[config.mk]
export PLATFORM = sky130hd
export DESIGN_NAME = instr_encoder_flat
export DESIGN_NICKNAME = d
export VERILOG_FILES = /design/src/rtl/instr_encoder_if.sv /design/src/rtl/instr_encoder.sv /design/src/flat_wrapper.sv
export SDC_FILE = /design/constraint.sdc
export NUM_CORES = 1
export LEC_CHECK = 0
export BUFFER_PORTS_ARGS = -buffer_cell sky130_fd_sc_hd__clkbuf_2
export CORE_ASPECT_RATIO = 0.75
export CORE_MARGIN = 3
export CORE_UTILIZATION = 62
export DETAILED_ROUTE_END_ITERATION = 16
export PLACE_DENSITY = 0.82
export SETUP_SLACK_MARGIN = 0.15
export SLEW_MARGIN = 20
export SYNTH_ARGS = -nofsm -noshare
export SYNTH_HDL_FRONTEND = slang
export SYNTH_SLANG_ARGS = --single-unit
[constraint.sdc]
create_clock -name clk -period 7.8 [get_ports clk]
set_clock_uncertainty 0.2 [all_clocks]
set_input_delay 0 -clock clk [delete_from_list [all_inputs] [get_ports clk]]
set_output_delay 0 -clock clk [all_outputs]
set_load 0.005 [all_outputs]
[src/rtl/instr_encoder_if.sv]
// Request and instruction-memory write channels of the instruction encoder.
// The master side issues field-level requests and accepts memory writes.
interface instr_encoder_if #(
  parameter int AW = 8
);
  logic          in_valid;
  logic          in_ready;
  logic [2:0]    in_op;
  logic [1:0]    in_rd;
  logic [1:0]    in_rs1;
  logic [1:0]    in_rs2;
  logic [6:0]    in_alu_op;
  logic [15:0]   in_imm;
  logic          in_br_sel;
  logic          in_br_val;
  logic          imem_we;
  logic          imem_ready;
  logic [AW-1:0] imem_addr;
  logic [15:0]   imem_wdata;

  modport master (
    output in_valid, in_op, in_rd, in_rs1, in_rs2, in_alu_op, in_imm,
           in_br_sel, in_br_val, imem_ready,
    input  in_ready, imem_we, imem_addr, imem_wdata
  );

  modport slave (
    input  in_valid, in_op, in_rd, in_rs1, in_rs2, in_alu_op, in_imm,
           in_br_sel, in_br_val, imem_ready,
    output in_ready, imem_we, imem_addr, imem_wdata
  );
endinterface

[src/rtl/instr_encoder.sv]
// Packs field-level instruction requests into 16-bit words, range-checks them,
// and streams them through a small FIFO into sequential instruction-memory addresses.
module instr_encoder #(
  parameter int AW    = 8,
  parameter int DEPTH = 4
) (
  input  logic          clk,
  input  logic          rst_n,
  input  logic          start,
  input  logic [AW-1:0] base_addr,
  instr_encoder_if.slave bus,
  output logic [AW:0]   count,
  output logic          err,
  output logic [1:0]    err_code
);
  localparam int PW = $clog2(DEPTH);

  logic [AW-1:0] addr_mem [DEPTH];
  logic [15:0]   data_mem [DEPTH];
  logic [PW:0]   wr_ptr;
  logic [PW:0]   rd_ptr;
  logic [AW-1:0] addr_cnt;
  logic          full;
  logic          empty;
  logic          accept;
  logic          push;
  logic          pop;
  logic [15:0]   word;
  logic [15:0]   off;
  logic          legal;
  logic [1:0]    code;

  assign full  = (wr_ptr[PW] != rd_ptr[PW]) && (wr_ptr[PW-1:0] == rd_ptr[PW-1:0]);
  assign empty = (wr_ptr == rd_ptr);

  assign bus.in_ready   = !full && !start;
  assign bus.imem_we    = !empty;
  assign bus.imem_addr  = addr_mem[rd_ptr[PW-1:0]];
  assign bus.imem_wdata = data_mem[rd_ptr[PW-1:0]];

  assign accept = bus.in_valid && bus.in_ready;
  assign push   = accept && legal;
  assign pop    = !empty && bus.imem_ready && !start;

  // Branch offset is relative to the address this word will occupy; it fits
  // in 8 signed bits only when bits [15:7] are a pure sign extension.
  always_comb begin
    word  = '0;
    legal = 1'b1;
    code  = 2'b00;
    off   = bus.in_imm - {{(16-AW){1'b0}}, addr_cnt};
    case (bus.in_op)
      3'b000: word = {3'b000, bus.in_rd, bus.in_rs1, bus.in_rs2, bus.in_alu_op};
      3'b001: begin
        word = {3'b001, bus.in_rd, 3'b000, bus.in_imm[7:0]};
        if (bus.in_imm[15:8] != 8'h00) begin
          legal = 1'b0;
          code  = 2'b10;
        end
      end
      3'b011: word = {3'b011, bus.in_rd, bus.in_rs1, 9'b0};
      3'b101: word = {3'b101, 2'b00, bus.in_rs1, bus.in_rs2, 7'b0};
      3'b110: begin
        word = {3'b110, bus.in_br_sel, bus.in_br_val, 3'b000, off[7:0]};
        if ((off[15:7] != 9'h000) && (off[15:7] != 9'h1FF)) begin
          legal = 1'b0;
          code  = 2'b11;
        end
      end
      default: begin
        legal = 1'b0;
        code  = 2'b01;
      end
    endcase
  end

  always_ff @(posedge clk) begin
    if (push) begin
      addr_mem[wr_ptr[PW-1:0]] <= addr_cnt;
      data_mem[wr_ptr[PW-1:0]] <= word;
    end
  end

  // start overrides every other event: flush, reload and clear in one edge.
  always_ff @(posedge clk or negedge rst_n) begin
    if (!rst_n) begin
      wr_ptr   <= '0;
      rd_ptr   <= '0;
      addr_cnt <= '0;
      count    <= '0;
      err      <= 1'b0;
      err_code <= 2'b00;
    end else if (start) begin
      wr_ptr   <= '0;
      rd_ptr   <= '0;
      addr_cnt <= base_addr;
      count    <= '0;
      err      <= 1'b0;
      err_code <= 2'b00;
    end else begin
      if (push) begin
        wr_ptr   <= wr_ptr + 1'b1;
        addr_cnt <= addr_cnt + 1'b1;
      end
      if (pop) begin
        rd_ptr <= rd_ptr + 1'b1;
        if (count != '1)
          count <= count + 1'b1;
      end
      if (accept && !legal) begin
        err <= 1'b1;
        if (!err)
          err_code <= code;
      end
    end
  end
endmodule

[src/flat_wrapper.sv]
// flat-port wrapper written by rule: the top's interface ports become plain ports
module instr_encoder_flat 
#(
  parameter int AW    = 8,
  parameter int DEPTH = 4
)
  (clk, rst_n, start, base_addr, count, err, err_code, bus_in_valid, bus_in_op, bus_in_rd, bus_in_rs1, bus_in_rs2, bus_in_alu_op, bus_in_imm, bus_in_br_sel, bus_in_br_val, bus_imem_ready, bus_in_ready, bus_imem_we, bus_imem_addr, bus_imem_wdata);
  instr_encoder_if #(.AW(AW)) bus_i ();
  input  logic clk;
  input  logic rst_n;
  input  logic start;
  input  logic [AW-1:0] base_addr;
  output logic [AW:0] count;
  output logic err;
  output logic [1:0] err_code;
  input wire logic [$bits(bus_i.in_valid)-1:0] bus_in_valid;
  input wire logic [$bits(bus_i.in_op)-1:0] bus_in_op;
  input wire logic [$bits(bus_i.in_rd)-1:0] bus_in_rd;
  input wire logic [$bits(bus_i.in_rs1)-1:0] bus_in_rs1;
  input wire logic [$bits(bus_i.in_rs2)-1:0] bus_in_rs2;
  input wire logic [$bits(bus_i.in_alu_op)-1:0] bus_in_alu_op;
  input wire logic [$bits(bus_i.in_imm)-1:0] bus_in_imm;
  input wire logic [$bits(bus_i.in_br_sel)-1:0] bus_in_br_sel;
  input wire logic [$bits(bus_i.in_br_val)-1:0] bus_in_br_val;
  input wire logic [$bits(bus_i.imem_ready)-1:0] bus_imem_ready;
  output wire logic [$bits(bus_i.in_ready)-1:0] bus_in_ready;
  output wire logic [$bits(bus_i.imem_we)-1:0] bus_imem_we;
  output wire logic [$bits(bus_i.imem_addr)-1:0] bus_imem_addr;
  output wire logic [$bits(bus_i.imem_wdata)-1:0] bus_imem_wdata;
  assign bus_i.in_valid = bus_in_valid;
  assign bus_i.in_op = bus_in_op;
  assign bus_i.in_rd = bus_in_rd;
  assign bus_i.in_rs1 = bus_in_rs1;
  assign bus_i.in_rs2 = bus_in_rs2;
  assign bus_i.in_alu_op = bus_in_alu_op;
  assign bus_i.in_imm = bus_in_imm;
  assign bus_i.in_br_sel = bus_in_br_sel;
  assign bus_i.in_br_val = bus_in_br_val;
  assign bus_i.imem_ready = bus_imem_ready;
  assign bus_in_ready = bus_i.in_ready;
  assign bus_imem_we = bus_i.imem_we;
  assign bus_imem_addr = bus_i.imem_addr;
  assign bus_imem_wdata = bus_i.imem_wdata;
  instr_encoder #(.AW(AW), .DEPTH(DEPTH)) u_core (.clk(clk), .rst_n(rst_n), .start(start), .base_addr(base_addr), .bus(bus_i), .count(count), .err(err), .err_code(err_code));
endmodule
After elaboration in Yosys (flattened, before gate mapping)
Memory sizes are Yosys's and may differ from the RTL's.
Index checks and enable logic that the tools add are counted.
{ "totals": {"in_bits": 47, "output_inout_bits": 38, "regBits": 26, "mem_bits_rw": 96, "memories": 2} }
{ "memory_table": {"columns": ["name", "words", "word_bits", "read_ports", "rd_ports_with_merged_regs", "write_ports", "line_no", "text"], "rows": [
  ["u_core.data_mem", 4, 16, 1, 0, 1, "instr_encoder.sv:19", "logic [15:0] data_mem [DEPTH];"],
  ["u_core.addr_mem", 4, 8, 1, 0, 1, "instr_encoder.sv:18", "logic [AW-1:0] addr_mem [DEPTH];"]
]} }
{ "op_classes": {"muxes": 23, "eq_ne": 10, "add_sub_neg": 5, "n_reduce_logical": 22} }
{ "ops": {"columns": ["operator", "n"], "rows": [
  ["16-bit one-hot mux with 5 select lines", 1],
  ["9-bit 2-to-1 mux", 3],
  ["9-bit inequality test, second input constant", 2],
  ["8-bit 2-to-1 mux", 2],
  ["16-bit by 8-bit subtractor with 16-bit output", 1],
  ["3-bit 2-to-1 mux", 4],
  ["2-bit 2-to-1 mux", 5],
  ["9-bit by 1-bit adder with 9-bit output, second input constant", 1],
  ["9-bit nonzero test", 1],
  ["8-bit by 1-bit adder with 8-bit output, second input constant", 1],
  ["1-bit logical AND", 8],
  ["2-bit nonzero test", 4],
  ["8-bit nonzero test", 1],
  ["3-bit by 1-bit adder with 3-bit output, second input constant", 2],
  ["3-bit == test, second input constant", 2],
  ["1-bit 2-to-1 mux", 6],
  ["2-bit one-hot mux with 3 select lines", 1],
  ["1-bit zero test", 4],
  ["2-bit AND reduction", 2],
  ["3-bit by 1-bit == test with 1-bit output, second input constant", 1],
  ["3-bit by 2-bit == test with 1-bit output, second input constant", 1],
  ["3-bit == test", 1],
  ["3-bit zero test", 1],
  ["1-bit one-hot mux with 3 select lines", 1],
  ["4 further kinds", 4]
]} }

Longest topological paths before layout
{ "logic_depth": {"depth_word": 9, "depth_mapped": 15} }

Worst setup path before layout
OpenSTA, ideal clock, no wires.
{ "synth_timing": {"path_kind": "register to register", "startpoint": "register u_core.addr_cnt[0]", "endpoint": "memory u_core.addr_mem[0][0] (enable)", "period_less_slack_ns": 4.151, "stages_incl_launch_ff": 15, "slack_ns": 3.649, "arrival_ns": 3.568, "path_cell_list": "dfrtp_1 ha_1 inv_1 fa_1 a211oi_2 o21ai_2 a41o_1 mux2_4 o31ai_2 nand4bb_1 o211ai_2 nand2_2 buf_2 nor2_1 and2_1"} }
{ "synth_via": {"elab_chain_len": 8} }
{ "synth_lines": {"columns": ["item", "line_no", "text"], "rows": [
  ["start: declaration", "instr_encoder.sv:22", "logic [AW-1:0] addr_cnt;"],
  ["start signal: assignment", "instr_encoder.sv:96", "addr_cnt <= base_addr;"],
  ["start signal: assignment", "instr_encoder.sv:103", "addr_cnt <= addr_cnt + 1'b1;"],
  ["16-bit by 8-bit subtractor with 16-bit output *", "instr_encoder.sv:51", "off = bus.in_imm - {{(16-AW){1'b0}}, addr_cnt};"],
  ["9-bit inequality test or 9-bit nonzero test (tied branches)", "instr_encoder.sv:65", "if ((off[15:7] != 9'h000) && (off[15:7] != 9'h1FF)) begin"],
  ["1-bit logical AND *", "instr_encoder.sv:65", null],
  ["1-bit 2-to-1 mux *", "instr_encoder.sv:65", null],
  ["1-bit one-hot mux with 3 select lines *", "instr_encoder.sv:52", "case (bus.in_op)"],
  ["1-bit logical AND *", "instr_encoder.sv:42", "assign push = accept && legal;"],
  ["1-bit 2-to-1 mux *", "instr_encoder.sv:78", "if (push) begin"],
  ["1-bit 2-to-1 mux (implied by the code) *", "instr_encoder.sv:79", "addr_mem[wr_ptr[PW-1:0]] <= addr_cnt;"],
  ["end: declaration", "instr_encoder.sv:18", null]
]} }
Mark *: on every way between the ends. The rest lies on a longest branch, timed or not.

Worst setup path after layout
{ "layout_timing": {"startpoint": "register u_core.addr_cnt[0]", "endpoint": "memory u_core.addr_mem[2][5] (enable)"} }
The elaborated chain is that of the path after synthesis.

==> impl_summary.md <==
Status
The flow ran to the end, and the final reports show no timing, DRC or antenna violations.

Synth
Summed over its instances, the top area cell type makes up 48.7% of the synthesized netlist area. The largest family of logic cells by synthesized area is simple AND/OR/NAND/NOR gates. The count of mapped cells out of synthesis is 439. The simple-gate area share of the yosys netlist is between 10% and 20%. The synthesized netlist devotes under 10% of its cell area to compound gates.

The share of flip-flops with an asynchronous set or reset after synthesis is roughly a fifth. Synthesis instantiated between 50 and 60 different standard cells from the library. Counting flops and latches in the post-synthesis netlist gives 122. By count the netlist is led by edfxtp_1 (96), nor2_1 (35), nand2_1 (28).

The area share of xor/xnor cells in the synthesized design is under 10%. The share of the Yosys chip area taken by registers is around three fifths. The mux contribution to synthesized area is between 10% and 20%. Yosys printed 0 warnings.

The post-synthesis share of cell area spent on full adders, half adders and majority gates is between 3 and 4%. The netlist area before placement is slightly below 6000 µm². The number of nets in the synthesized netlist is slightly above 500.

edfxtp_1 is the most common cell in the netlist. The number of synthesized flops with an enable pin is 96. edfxtp_1 takes more of the synthesized area than any other cell. The predominant post-synthesis flop cell is edfxtp_1. After synthesis, the cell types taking the most area are edfxtp_1 (49%), dfrtp_1 (11%), mux4_2 (9.1%), ha_1 (3.4%), xor2_1 (2.7%). The synthesized area divided by synthesized cell count is 13.5 µm².

Detailed routing
After detailed routing, the number of vias per cell comes to 6.02. The routed layout has 4229 vias. After detailed routing, the average wire length per cell comes to 19.6 µm.

In this run, the number of DRC markers left after iteration 0 of detailed routing was about 440. Before antenna repair, the detailed router went through 5 iterations. The routed wire length is 13800 µm. The post-route antenna net violation count is 0.

After detailed routing, the number of remaining DRC violations is 0.

Critical path
The signal on the critical path passes through ha_1 > inv_1 > fa_1 > a211oi_2 > o21ai_2 > a41o_1 > mux2_4 > o31ai_2 > nand4bb_1 > o211ai_2 > nand2_2 > nor2_1 > and2_2. For the worst setup path, the data required time is 7.64 ns. The element type at the critical path end is a flop. In this design, the stage delay of the slowest critical-path cell is around 0.62 ns. The critical path start-end classification is flop to flop.

STA classifies the critical path startpoint as a flop. Data arrives at the worst endpoint at approximately 4.3 ns. The peak fanout along the critical path is 24. For this design, the slowest cell found on the critical path is and2_2.

Layout
The sequential cell area is roughly 3500 µm². The post-route netlist has 27.2% of its cells at a drive strength greater than 1. The finished cells cover between 7000 and 8000 µm².

For this run, the post-layout net count is around 630. Counting the fill cells in the layout gives between 500 and 600. From synthesis to final layout, the design area changed by 24.7%.

Summing all multi-input logic gate instances after layout gives around 2200 µm². The count of non-filler cells in the finished layout is 702. 0 antenna diodes ended up in the layout.

Global route
The initial antenna violation count is 0. The via count of the first global-routing pass was ~4300. The pin count of the biggest net entering global routing is 33.

The remaining global-route overflow is 0. The global-route wire length before repair is approximately 22000 µm. Global routing consumed, over all layers together, between 20 and 30% of the routing resources.

Die
After floorplanning, the core was sized to cover approximately 9000 µm². The chip height is between 90 and 100 µm. The number of primary I/O pins is 85. For this configuration, the core starts out at a cell density of 64.6%. In this run the horizontal extent of the chip is ~120 µm. The area of the die is roughly 11000 µm². In this run the core area contains 30 standard-cell rows.

Timing
Setup repair after global routing left no endpoint under its margin. In the finished design, the share of the clock period the worst path needs comes to a little under three fifths. At the pin with the least slew margin, the transition time is 0.942 ns. Setup violations remaining at the end of the flow were counted as 0.

The total negative slack is 0 ns. The number of hold violations in the final report is 0. The max-slew violation total from the final report is 0. The final critical-path required period is 4.44 ns. The normalized max-slew margin is a little under two fifths. The fmax is 0.225 GHz.

Clocking
The clock slew seen by the registers of the worst setup and hold paths is ~0.060 ns. The tree is rooted in a clkbuf_16. The TritonCTS clock tree is done. The maximum buffer depth of the clock tree is 2. For the worst-skew pair, the clock arrives at the later sink with an insertion delay of roughly 0.4 ns.

The total clock buffers created by CTS is 17. The total number of clock tree sinks is around 120. The number of levels the H-tree was split into is 4. The count of instances resized after the clock tree is built is 0.

Power and ir drop
The areal power density over the cells is approximately 240 nW/µm². The worst-case IR drop observed on VDD is between 0.15 and 0.2 mV. The reported leakage power is approximately 2.9 nW.

Placed design
Summing all placed instances gives a cell area of around 6500 µm². The detailed placement HPWL is 8600 µm. The congestion estimate from routability-driven global placement came to roughly 0.91.

The cell total after placement is ~640. The count of buffers added on input and output ports is 84.

Job
Across the run, the number of max-cap violations was 0.

Min path
The tightest min-delay check is of the input pin to flop type.
cells in the final DEF, fill, tap and decap left out, drive strengths merged, types with 3 or more instances in the layout:
cell type / count
buf: 6
dlygate4sd3: 32
nor2b: 4
mux2i: 6
a21oi: 15
xnor2: 8
o21a: 3
ha: 16
and2: 8
dfrtp: 26
or3: 7
xor2: 18
nand3: 9
o211ai: 4
nand2b: 6
inv: 19
clkinv: 4
mux4: 24
a31o: 3
a21o: 4
o21ai: 23
a31oi: 4
a22oi: 8
nand4: 5
edfxtp: 96
nand2: 29
clkbuf: 102
clkinvlp: 5
a211oi: 5
nand3b: 3
nor3: 7
nor2: 35
and3: 5
path summary, 6_finish.rpt:
| check | depth (start not counted) | end | slack, ns | from |
|---|---|---|---|---|
| worst max-delay path | 13 | u_core.addr_mem[2][5] | 3.36 | u_core.addr_cnt[0] |
| worst min-delay path | 3 | u_core.data_mem[0][0] | 0.02 | bus_in_alu_op[0] |
| worst max register to register | 13 | u_core.addr_mem[2][5] | 3.36 | u_core.addr_cnt[0] |
| worst min register to register | 0 | u_core.addr_mem[3][7] | 0.37 | u_core.addr_cnt[7] |
| max in group asynchronous | 4 | u_core.addr_cnt[1] | 6.81 | rst_n |
| min in group asynchronous | 4 | u_core.count[4] | 0.43 | rst_n |
per-layer routing:
| layer | vias to the layer above | GRT usage [%] | share of wire, % |
|---|---|---|---|
| li1 | 1923 | - | - |
| met1 | 2078 | 37.7 | 42 |
| met2 | 202 | 43.7 | 48 |
| met3 | 26 | 6.76 | 8.0 |
| met4 | 0 | 8.87 | 1.9 |
| met5 | - | 0 | 0 |
final cells by class:
type	instances	area share, %
flip-flops and latches	122	47.9
multi-input cells	282	30.5
clock inverters	14	1.98
well taps	128	2.17
clock buffers	18	5.82
repair buffers	122	10.8
inverters	16	0.814
cells by family after synthesis:
group | Yosys count
and+or+nand+nor | 127
DFF | 122
AOI/OAI and AO/OA | 80
buffers and inverters | 35
muxes | 32
xor gates and xnor gates | 26
adders and majority gates | 17
worst max-delay path, delay by kind of cell (launching register included):
kind / cells / cell delay (ns)
simple gates: 4 / 1.24
compound gates: 5 / 1.12
mux: 1 / 0.31
buf+inv: 1 / 0.05
flops: 1 / 0.50
fa+ha+maj: 2 / 0.64
state kept, by name, indices dropped and copies added (netlist names):
| register | flops |
|---|---|
| u_core.count | 9 |
| u_core.wr_ptr | 3 |
| u_core.addr_cnt | 8 |
| u_core.addr_mem | 32 |
| u_core.rd_ptr | 3 |
| u_core.err | 1 |
| u_core.data_mem | 64 |
| u_core.err_code | 2 |
per-stage QoR:
step	power, mW	utilization (%)	worst slack [ns]	hold slack, ns
after floorplan	0.898	-	3.65	-0.496
after global placement	0.967	70.5	3.12	-0.139
after detailed placement	0.974	70.5	3.39	-0.140
after CTS	1.74	80.5	3.36	0.0151
after global routing	1.80	80.5	3.08	0.0481
final	1.74	80.5	3.36	0.0224
power by group:
part / total (mW) / switching [mW] / internal, mW
Clock: 0.761 / 0.291 / 0.470
Sequential: 0.737 / 0.0150 / 0.722
Combinational: 0.242 / 0.130 / 0.112
Total: 1.74 / 0.436 / 1.30
repair_timing:
action                    4_1_cts  5_1_grt
hold endpoints to repair       95        0
buffers inserted                0        0
hold buffers                   33        0
Note: power is estimated with default switching activity, not from simulation.
